--- config.mk ---
export PLATFORM = sky130hd
export DESIGN_NAME = udp_tx_framer
export DESIGN_NICKNAME = d
export VERILOG_FILES = /design/src/rtl/udp_tx_framer.sv
export SDC_FILE = /design/constraint.sdc
export NUM_CORES = 1
export LEC_CHECK = 0
export ABC_AREA = 1
export CORE_ASPECT_RATIO = 0.5
export CORE_MARGIN = 3
export CORE_UTILIZATION = 48
export CTS_CLUSTER_SIZE = 24
export DETAILED_ROUTE_END_ITERATION = 10
export GPL_TIMING_DRIVEN = 0
export PLACE_DENSITY = 0.87
export RECOVER_POWER = 25
export SETUP_SLACK_MARGIN = 0.05
export SYNTH_ARGS = -nofsm -noshare
export SYNTH_HDL_FRONTEND = slang
export SYNTH_SLANG_ARGS = --single-unit
--- constraint.sdc ---
create_clock -name sys_clock -period 10.4 [get_ports sys_clock]
set_input_delay 1.04 -clock sys_clock [delete_from_list [all_inputs] [get_ports sys_clock]]
set_output_delay 1.04 -clock sys_clock [all_outputs]
set_load 0.01 [all_outputs]
--- src/rtl/udp_tx_framer.sv ---
// Frames a command plus an unframed 32-bit word stream into a udp_sink packet:
// latched header fields, last on the final beat and a one-hot last_be.
module udp_tx_framer #(
  parameter int unsigned MAX_LENGTH = 1472
) (
  input  logic        sys_clock,
  input  logic        sys_reset,
  input  logic        cmd_valid,
  output logic        cmd_ready,
  input  logic [31:0] cmd_ip_address,
  input  logic [15:0] cmd_dst_port,
  input  logic [15:0] cmd_src_port,
  input  logic [15:0] cmd_length,
  input  logic        data_valid,
  output logic        data_ready,
  input  logic [31:0] data,
  output logic        udp_sink_valid,
  input  logic        udp_sink_ready,
  output logic [31:0] udp_sink_data,
  output logic        udp_sink_last,
  output logic [3:0]  udp_sink_last_be,
  output logic [31:0] udp_sink_ip_address,
  output logic [15:0] udp_sink_dst_port,
  output logic [15:0] udp_sink_src_port,
  output logic [15:0] udp_sink_length,
  output logic        busy,
  output logic        cmd_error
);

  typedef enum logic [1:0] {IDLE, STREAM, DRAIN} state_t;

  state_t      state, state_next;
  logic [15:0] beats_left;
  logic [3:0]  final_be;

  logic        cmd_fire, data_fire, out_fire, cmd_bad, final_beat;
  logic [16:0] len_plus3;
  logic [15:0] cmd_beats;
  logic [1:0]  be_idx;
  logic [3:0]  cmd_be;

  assign cmd_bad    = (cmd_length == 16'd0) || ({16'd0, cmd_length} > MAX_LENGTH);
  assign len_plus3  = {1'b0, cmd_length} + 17'd3;
  assign cmd_beats  = {1'b0, len_plus3[16:2]};
  assign be_idx     = cmd_length[1:0] - 2'd1;
  assign cmd_be     = 4'b0001 << be_idx;

  assign cmd_fire   = cmd_valid && cmd_ready;
  assign data_fire  = data_valid && data_ready;
  assign out_fire   = udp_sink_valid && udp_sink_ready;
  assign final_beat = (beats_left == 16'd1);
  assign busy       = (state != IDLE);

  // NOTE: every signal gets a default before the case so no path leaves one
  // unassigned; otherwise synthesis infers a latch to hold the old value.
  always_comb begin
    state_next = state;
    cmd_ready  = 1'b0;
    data_ready = 1'b0;
    case (state)
      IDLE: begin
        cmd_ready = 1'b1;
        if (cmd_valid && !cmd_bad) state_next = STREAM;
      end
      STREAM: begin
        // Single output register: refill in the same cycle the beat drains.
        data_ready = !udp_sink_valid || udp_sink_ready;
        if (data_fire && final_beat) state_next = DRAIN;
      end
      DRAIN: begin
        if (out_fire) state_next = IDLE;
      end
      default: state_next = IDLE;
    endcase
  end

  // NOTE: non-blocking assignments here so every register samples the
  // pre-edge values of the others, independent of statement order.
  always_ff @(posedge sys_clock or posedge sys_reset) begin
    if (sys_reset) begin
      state               <= IDLE;
      beats_left          <= '0;
      final_be            <= '0;
      cmd_error           <= 1'b0;
      udp_sink_valid      <= 1'b0;
      udp_sink_data       <= '0;
      udp_sink_last       <= 1'b0;
      udp_sink_last_be    <= '0;
      udp_sink_ip_address <= '0;
      udp_sink_dst_port   <= '0;
      udp_sink_src_port   <= '0;
      udp_sink_length     <= '0;
    end else begin
      state     <= state_next;
      cmd_error <= cmd_fire && cmd_bad;

      if (cmd_fire && !cmd_bad) begin
        udp_sink_ip_address <= cmd_ip_address;
        udp_sink_dst_port   <= cmd_dst_port;
        udp_sink_src_port   <= cmd_src_port;
        udp_sink_length     <= cmd_length;
        beats_left          <= cmd_beats;
        final_be            <= cmd_be;
      end

      if (data_fire) begin
        udp_sink_valid   <= 1'b1;
        udp_sink_data    <= data;
        beats_left       <= beats_left - 16'd1;
        udp_sink_last    <= final_beat;
        udp_sink_last_be <= final_beat ? final_be : 4'b0000;
      end else if (out_fire) begin
        udp_sink_valid   <= 1'b0;
        udp_sink_last    <= 1'b0;
        udp_sink_last_be <= 4'b0000;
      end
    end
  end

endmodule

==> results of run 1 <==
[metal layers]
layer	up-vias	global-route usage [%]	wire (um)
li1	2815	-	-
met1	2856	31.1	7560
met2	189	49.4	9860
met3	41	5.33	897
met4	0	9.51	549
met5	-	0	0
[cells in the mapped netlist, drive strengths merged]
master / number / share of area [%]
o21bai: 1 / 0.12
a21oi: 1 / 0.080
dfrtp: 141 / 57
nor3: 1 / 0.16
nand3b: 1 / 0.12
nand3: 45 / 3.6
and3: 1 / 0.10
xor2: 5 / 0.70
nand4: 5 / 0.70
inv: 110 / 6.6
nand2: 273 / 17
o21ai: 89 / 7.2
buf: 23 / 3.3
xnor2: 2 / 0.28
clkbuf: 6 / 0.36
nor2: 41 / 2.6
or2: 1 / 0.10
and2: 1 / 0.10
ha: 2 / 0.40
[where the power goes]
group          internal [W]  switching (W)
Sequential         0.000695      0.0000951
Clock              0.000354       0.000246
Combinational      0.000371       0.000369
[registers in the layout (all words and copies together) (netlist names)]
name and count:
udp_sink_data 32, udp_sink_ip_address 32, beats_left 16, udp_sink_dst_port 16, udp_sink_length 16, udp_sink_src_port 16, final_be 4, udp_sink_last_be 4
state 2, cmd_error 1, udp_sink_last 1, udp_sink_valid 1
[tightest hold or removal path, stage by stage, from the launching register on]
cell	delay [ns]
dfrtp_1	0.34
nand2_1	0.05
nand2_1	0.05
[cells by family after synthesis]
kind of cell,after synthesis
adder cells (fa/ha/maj),2
AO/OA/AOI/OAI,91
AND/OR/NAND/NOR,369
buffers and inverters,139
XOR/XNOR,7
flip-flops,141
[cell usage in the layout (no fill, tap or decap), drive strengths merged]
cell           netlist  routed
buf                 23      24
clkinvlp             0       5
nand3b               1       1
o21ai               89      89
and2                 1       1
clkdlybuf4s50        0     237
nand2              273     273
inv                110     112
dfrtp              141     141
nor2                41      41
clkinv               0       4
or2                  1       1
dlygate4sd3          0       1
clkbuf               6      25
nand3               45      45
ha                   2       2
o21bai               1       1
nand4                5       5
bufinv               0       2
nor3                 1       1
a21oi                1       1
xor2                 5       5
and3                 1       1
xnor2                2       2
[area by class of cell]
cell class	count	area share, %
Buffer	29	2.45
Clock buffer	19	4.60
Clock inverter	13	1.49
Inverter	110	4.40
Multi-Input combinational cell	469	21.7
Sequential cell	141	37.5
Tap cell	165	2.20
Timing Repair Buffer	239	25.6
[worst paths after layout]
kind,cells after the start,slack (ns),end
hold reg to reg,2,0.48,udp_sink_data[29]
hold / removal,2,0.48,udp_sink_data[29]
setup reg to reg,6,8.63,udp_sink_last_be[1]
max in group asynchronous,3,7.37,beats_left[1]
min in group asynchronous,2,1.83,udp_sink_dst_port[1]
setup / recovery,5,7.01,data_ready
[metrics by stage]
stage | hold slack, ns | utilization (%) | cell area, um^2
floorplan | 0.459 | - | 6210
global placement | 0.462 | 72.0 | 8800
detailed placement | 0.464 | 72.2 | 8830
CTS | 0.481 | 76.9 | 9410
global route | 0.499 | 76.9 | 9400
finish | 0.479 | 76.9 | 9400
==> out/metrics.cfg, run 1 <==
[routing]
drt_wl_total_um = 18900
first_pass_iters = 5
wl_per_cell_um = 15.9
drc = 0
vias = 5901
drtIter0Drc = 459
vias_per_cell = 4.98
antenna_left = 0

[synthesis]
synth_compound_area_share_pct = 7.37
synth-seq-cells = 141
avgSynthCellArea_um2 = 8.29
syn_inst = 749
synth_fa_ha_area_share_pct = 0.403
yosys_warnings = 0
synth_top_family_by_area = simple AND/OR/NAND/NOR gates
yosys.area_share.simple_pct = 24.1
synthXorXnorAreaFrac_pct = 0.987
synthDistinctLibCells = 26
muxShareOfSynthArea_pct = 0
syn_area_mm2 = 0.00621
ys_seq_area_share_pct = 56.8
synth_nets = 868

[worst_hold_path]
hp-class = reg -> reg
min_from = udp_sink_data[29]

[critical_path]
cpLargestDelayFamily = buffers and inverters
cp.arrival_ns = 2.35
crit_slowest_cell = clkdlybuf4s50_1
end_kind = primary output
startpoint = udp_sink_ready
critPathMaxFanout = 2
cp.buffers_inverters = 3
start_kind = primary input
cpMostUsedCell = clkdlybuf4s50_1
cpPeakStageDelay_ns = 0.56
path_cells = clkdlybuf4s50_1, inv_1, nand2_1, and2_1, clkdlybuf4s50_1
timing.rr.start = state[1]
critical_path_class = in -> out
critPathRequiredTime_ns = 9.36

[timing]
fin_crit_sh_pct = 32.6
setup_slack_ns = 7.01
timing.setup.tns_ns = 0
hold_violations = 0
slew_violations = 57
fmax_ghz = 0.295
slew_headroom_pct = -74.9
setup_violations = 0
rsz0062_at_grt = no
worst_slew_pin_slew_ns = 2.61
skew_ns = 0.00888
fin_crit_ns = 3.39

[clock_tree]
cts_setup_buffers = 0
cts_made_buffers = 17
cts-root-buf = clkbuf_16
hold_buffers = 0
cts_tree = done
cts_resized = 0
ctsLongestPathBuffers = 2
htree_levels = 4
clk_pin_slew_ns = 0.06
clkSinkCount = 141
worst_skew_pair.late_latency_ns = 0.41

[global_route]
grt_pass1_wl_um = 30600
overflow = 0
antenna_found_initial = 0
grt_util_all_layers_pct = 26.5
grt_pass1_vias = 6101
grt_max_degree = 86

[finish]
nets = 1126
multi_input_area_mm2 = 0.00204
layout-drive-gt1-share_pct = 6.47
synthToLayoutAreaGrowth_pct = 51.4
seqCellArea_mm2 = 0.00353
antennaDiodeCount = 0
stdcell_count = 1185
nFillCells = 822

[die]
die_y_um = 86.4
num_rows = 28
core_mm2 = 0.0122
boundaryPins = 239
initial_core_util_pct = 50.8
die_w_um = 167
dieArea_mm2 = 0.0144

[outcome]
status = complete, but fails checks
violations = max-capacitance violations, max-slew violations

[pwr]
vdd_ir_drop_max_mv = 0.109
power.density_mw_per_mm2 = 226
power.total_w = 0.00213
leakage_nw = 4.70

[placement]
place_inst = 1153
pre_cts_slack_ns = 7.01
io_buffers = 238
routabilityCongestion = 0.904
dpl.hpwl_um = 13600

[flow_run]
drv_cap = 1

No activity file was read; power rests on OpenSTA's default activity.
==> inputs of run 2 (changes only) <==
--- a/config.mk
+++ b/config.mk
@@ -8,11 +8,11 @@
 export ABC_AREA = 1
 export CORE_ASPECT_RATIO = 0.5
 export CORE_MARGIN = 3
-export CORE_UTILIZATION = 48
+export CORE_UTILIZATION = 44
 export CTS_CLUSTER_SIZE = 24
 export DETAILED_ROUTE_END_ITERATION = 10
 export GPL_TIMING_DRIVEN = 0
-export PLACE_DENSITY = 0.87
+export PLACE_DENSITY = 0.8
 export RECOVER_POWER = 25
 export SETUP_SLACK_MARGIN = 0.05
 export SYNTH_ARGS = -nofsm -noshare
==> constraint.sdc (replaced) <==
create_clock -name sys_clock -period 3.41 [get_ports sys_clock]
set_input_delay 0.341 -clock sys_clock [delete_from_list [all_inputs] [get_ports sys_clock]]
set_output_delay 0.341 -clock sys_clock [all_outputs]
set_load 0.01 [all_outputs]
==> out/metrics.cfg, run 2 (synthesis gave the netlist of run 1 again) <==
[routing]
first_pass_iters = 6  ; +1
drt_wl_total_um = 18200  ; -3.3%
dr_wl_met3_um = 899  ; +0.22%
wl_met1_um = 7600  ; +0.50%
drtIter0Drc = 381  ; -17%
antenna_left = 0  ; unchanged
vias_per_cell = 4.77  ; -4.2%
highest_layer = met4
wl_met2_um = 9400  ; -4.7%
wl_per_cell_um = 15.1  ; -5.2%
drc = 0  ; unchanged
vias = 5770  ; -2.2%

[die]
dieArea_mm2 = 0.0157  ; +8.6%
core_mm2 = 0.0132  ; +8.0%
die_w_um = 174  ; +4.3%
die_y_um = 90.0  ; +4.1%
initial_core_util_pct = 47.0  ; -3.8 points
num_rows = 29  ; +3.6%
boundaryPins = 239  ; unchanged

[timing]
timing.setup.tns_ns = 0  ; unchanged
fin_crit_sh_pct = 59.5
worst_slew_pin_slew_ns = 1.28  ; -1.33 ns
hold_violations = 0  ; unchanged
rsz0062_at_grt = no
slew_violations = 0  ; -100%
fmax_ghz = 0.493
slew_headroom_pct = 14.1  ; +89 points
fin_crit_ns = 2.03
skew_ns = 0.0101  ; +0.00123 ns
setup_violations = 0  ; unchanged
setup_slack_ns = 1.38  ; -5.63 ns

[global_route]
overflow = 0  ; unchanged
grt_util_all_layers_pct = 23.6  ; -2.9 points
grt_pass1_wl_um = 29800  ; -2.5%
antenna_found_initial = 0  ; unchanged
grt_pass1_vias = 6012  ; -1.5%
grt_max_degree = 36  ; -58%

[clock_tree]
cts_tree = done
cts-root-buf = clkbuf_16
cts_setup_buffers = 0  ; unchanged
cts_resized = 0  ; unchanged
hold_buffers = 0  ; unchanged
clk_pin_slew_ns = 0.07  ; about the same
ctsLongestPathBuffers = 2  ; unchanged
clkSinkCount = 141  ; unchanged
cts_made_buffers = 17  ; unchanged
htree_levels = 4  ; unchanged
worst_skew_pair.late_latency_ns = 0.42  ; about the same

[finish]
nFillCells = 1037  ; +26%
multi_input_area_mm2 = 0.00204  ; unchanged
final_common_cell = nand2_1
seqCellArea_mm2 = 0.00353  ; unchanged
top_regs = udp_sink_data: 32 flops, udp_sink_ip_address: 32 flops
layout-drive-gt1-share_pct = 6.94  ; +0.47 points
layout_common_cells = nand2_1 (271), clkdlybuf4s50_1 (237), dfrtp_1 (141), inv_1 (105), o21ai_1 (70)
nets = 1129  ; +0.27%
synthToLayoutAreaGrowth_pct = 52.4
antennaDiodeCount = 0  ; unchanged

[pwr]
power.density_mw_per_mm2 = 676  ; +200%
leakage_nw = 4.73  ; +0.63%
vdd_ir_drop_max_mv = 0.371  ; +240%

[critical_path]
critPathRequiredTime_ns = 3.07  ; -6.29 ns
critPathMaxFanout = 3  ; +1
critical_path_class = reg -> out
end_kind = primary output
cp.arrival_ns = 1.69  ; -0.66 ns
start_kind = flop

[placement]
io_buffers = 238  ; unchanged
dpl.hpwl_um = 13700  ; +0.94%
pre_cts_slack_ns = 1.13  ; -5.88 ns
routabilityCongestion = 0.893  ; -1.3%

[outcome]
status = finished, final reports clean

[flow_run]
drv_cap = 0  ; -1

[worst_hold_path]
hp-class = in -> reg

run 2: changes by cell type in the layout (fill, tap and decap cells not counted), sizes merged:
cell and change:
clkinvlp -3, clkinv +3, inv +2, bufinv -2, buf +3
run 2: path summary, 6_finish.rpt:
| kind | slack, ns | from | cells after the start | to |
|---|---|---|---|---|
| min in group asynchronous | 0.65 | sys_reset | 2 | udp_sink_dst_port[5] |
| worst max-delay path | 1.38 | state[1] | 3 | data_ready |
| worst min register to register | 0.48 | udp_sink_data[12] | 2 | udp_sink_data[12] |
| worst min-delay path | 0.45 | data[8] | 3 | udp_sink_data[8] |
| max in group asynchronous | 1.79 | sys_reset | 4 | beats_left[2] |
| worst max register to register | 1.64 | state[1] | 6 | udp_sink_last_be[0] |
run 2: worst max-delay path, cell delays in order, from the launching register on:
cell and delay (ns):
dfrtp_1 0.40, nor2_1 0.13, and2_1 0.18, clkdlybuf4s50_1 0.56
run 2: metrics by stage:
step / instance area [um^2] / hold WS, ns / cells / total power [W] / utilization (%)
global placement: 8830 / 0.461 / 1173 / 0.00458 / 66.9
floorplan: 6220 / 0.451 / 749 / 0.00345 / -
detailed placement: 8910 / 0.465 / 1177 / 0.00466 / 67.5
CTS: 9470 / 0.361 / 1209 / 0.00644 / 71.7
global route: 9470 / 0.460 / 1209 / 0.00678 / 71.7
finish: 9470 / 0.450 / 1209 / 0.00640 / 71.7
run 2: area by class of cell:
type | count | share of cell area, %
Inverter | 110 | 4.37
Multi-Input combinational cell | 469 | 21.6
Clock buffer | 19 | 4.78
Timing Repair Buffer | 242 | 26.0
Tap cell | 186 | 2.46
Sequential cell | 141 | 37.3
Clock inverter | 13 | 1.11
Buffer | 29 | 2.43
run 2: metal layers:
metal	GRT usage, %	vias up
li1	-	2822
met1	28.5	2761
met2	42.5	160
met3	4.67	27
met4	7.89	0
met5	0	-
run 2: report_power, final:
group | internal, W | switching [W]
clock | 0.000983 | 0.000763
sequential | 0.00212 | 0.000287
combinational | 0.00114 | 0.00111
==> inputs of run 3 (changes only) <==
==> constraint.sdc (replaced) <==
create_clock -name sys_clock -period 2 [get_ports sys_clock]
set_input_delay 0.2 -clock sys_clock [delete_from_list [all_inputs] [get_ports sys_clock]]
set_output_delay 0.2 -clock sys_clock [all_outputs]
set_load 0.01 [all_outputs]
==> out/metrics.cfg, run 3 (synthesis gave the netlist of run 1 again) <==
[critical_path]
timing.rr.start = state[1]
reg2reg_slack_ns = 0.24  ; -1.40 ns
path_cells = inv_1, nand2_1, inv_1, clkdlybuf4s50_1
critical_path_class = reg -> out
crit_slowest_cell = clkdlybuf4s50_1
reg2reg_to = udp_sink_last_be[0]
startpoint = state[1]
start_kind = flop
r2r_cells = 6  ; unchanged
critPathRequiredTime_ns = 1.80  ; -1.27 ns
cpPeakStageDelay_ns = 0.57  ; about the same
end_kind = primary output
critPathMaxFanout = 4  ; +1
crit_end = cmd_ready
cpMostUsedCell = inv_1
cp.arrival_ns = 1.64  ; -0.05 ns

[placement]
place_area_mm2 = 0.00891  ; unchanged
pre_cts_slack_ns = -0.138  ; -1.27 ns
routabilityCongestion = 0.893  ; unchanged
io_buffers = 238  ; unchanged
place_inst = 1177  ; unchanged
dpl.hpwl_um = 13700  ; unchanged

[timing]
rsz0062_at_grt = no
fin_crit_ns = 1.84
slew_headroom_pct = 14.1  ; -0.051 points
slew_violations = 0  ; unchanged
worst_slew_pin_slew_ns = 1.28  ; +0.000767 ns
fin_crit_sh_pct = 92.0
holdWs_ns = 0.308  ; -0.142 ns
skew_ns = 0.0101  ; -0.0000501 ns
fmax_ghz = 0.543
hold_violations = 0  ; unchanged
setup_violations = 0  ; unchanged
setup_slack_ns = 0.160  ; -1.22 ns

[global_route]
grt_max_degree = 36  ; unchanged
antenna_found_initial = 0  ; unchanged
overflow = 0  ; unchanged
grt_pass1_wl_um = 29800  ; unchanged
grt_util_all_layers_pct = 23.6  ; unchanged
grt_pass1_vias = 6012  ; unchanged

[finish]
top_regs = udp_sink_data: 32 flops, udp_sink_ip_address: 32 flops
final_common_cell = nand2_1
nets = 1129  ; unchanged
fin_util_pct = 71.5  ; -0.17 points
final_area_mm2 = 0.00944  ; -0.24%
layout_common_cells = nand2_1 (271), clkdlybuf4s50_1 (236), dfrtp_1 (141), inv_1 (105), o21ai_1 (70)
nFillCells = 1040  ; +0.29%
multi_input_area_mm2 = 0.00204  ; unchanged
stdcell_count = 1209  ; unchanged
antennaDiodeCount = 0  ; unchanged
synthToLayoutAreaGrowth_pct = 52.0
layout-drive-gt1-share_pct = 6.94  ; unchanged
seqCellArea_mm2 = 0.00353  ; unchanged

[clock_tree]
worst_skew_pair.late_latency_ns = 0.42  ; about the same
htree_levels = 4  ; unchanged
cts_made_buffers = 17  ; unchanged
clkSinkCount = 141  ; unchanged
cts_tree = done
cts-root-buf = clkbuf_16
clk_pin_slew_ns = 0.07  ; about the same
ctsLongestPathBuffers = 2  ; unchanged
hold_buffers = 0  ; unchanged

[pwr]
vdd_ir_drop_max_mv = 0.635  ; +71%
leakage_nw = 4.73  ; about the same
power.density_mw_per_mm2 = 1150  ; +71%

[routing]
wl_per_cell_um = 15.1  ; -0.25%
drc = 0  ; unchanged
drt_wl_total_um = 18200  ; -0.25%
first_pass_iters = 5  ; -1
vias_per_cell = 4.79  ; +0.29%
vias = 5787  ; +0.29%
antenna_left = 0  ; unchanged
drtIter0Drc = 391  ; +2.6%

[outcome]
status = finished, final reports clean

[flow_run]
drv_cap = 0  ; unchanged

[die]
die_w_um = 174  ; unchanged
initial_core_util_pct = 47.0  ; unchanged
num_rows = 29  ; unchanged
dieArea_mm2 = 0.0157  ; unchanged
core_mm2 = 0.0132  ; unchanged
die_y_um = 90.0  ; unchanged
boundaryPins = 239  ; unchanged

[worst_hold_path]
hp-class = in -> reg
min_from = data[8]

[run 3: cell count changes in the layout (fill, tap and decap cells not counted)]
cell,previous run,this run
clkdlybuf4s50_1,237,236
buf_4,7,8
buf_12,4,2
clkbuf_4,0,1
dlymetal6s2s_1,0,1
[run 3: metal layers]
metal / global-route usage [%] / vias to the layer above / routed length (um) / part of all wire, %
met4: 7.89 / 0 / 375 / 2.1
met5: 0 / - / 0 / 0
li1: - / 2824 / - / -
met1: 28.5 / 2755 / 7550 / 41
met3: 4.67 / 30 / 904 / 5.0
met2: 42.5 / 178 / 9380 / 52
[run 3: repair_timing]
action | 4_1_cts | 5_1_grt
gates resized for setup | 0 | 1
setup buffers | 0 | 0
setup endpoints to repair | 0 | 1
[run 3: cell type report]
type	instances	share of cell area, %
Clock buffer	19	4.80
Sequential cell	141	37.4
Inverter	110	4.39
Clock inverter	13	1.11
Timing Repair Buffer	242	25.8
Buffer	29	2.44
Multi-Input combinational cell	469	21.6
Tap cell	186	2.46
[run 3: through the flow]
step                      TNS [ns]  power (W)
after floorplan                  0    0.00589
after global placement     -170.72    0.00781
after detailed placement     -2.91    0.00795
after CTS                        0     0.0110
after global routing             0     0.0116
final                            0     0.0109
[run 3: worst min-delay path by stage]
| stage | depth (start not counted) | slack [ns] | to |
|---|---|---|---|
| after floorplan | 2 | 0.31 | udp_sink_data[0] |
| after global placement | 2 | 0.46 | udp_sink_data[3] |
| after detailed placement | 2 | 0.47 | udp_sink_data[8] |
| after CTS | 2 | 0.22 | udp_sink_dst_port[5] |
| after global routing | 3 | 0.32 | udp_sink_data[30] |
| final | 3 | 0.31 | udp_sink_data[8] |
[run 3: critical path, delay by kind of cell (launching register included)]
family / cells / cell delay (ns)
buffers and inverters: 3 / 0.72
AND/OR/NAND/NOR: 1 / 0.11
flip-flops: 1 / 0.40
[run 3: report_power, final]
group | leakage [nW] | total [W] | internal (W) | switching [W]
Clock | 0.275 | 0.00298 | 0.00168 | 0.00130
Combinational | 2.64 | 0.00382 | 0.00193 | 0.00189
Sequential | 1.82 | 0.00410 | 0.00362 | 0.000488
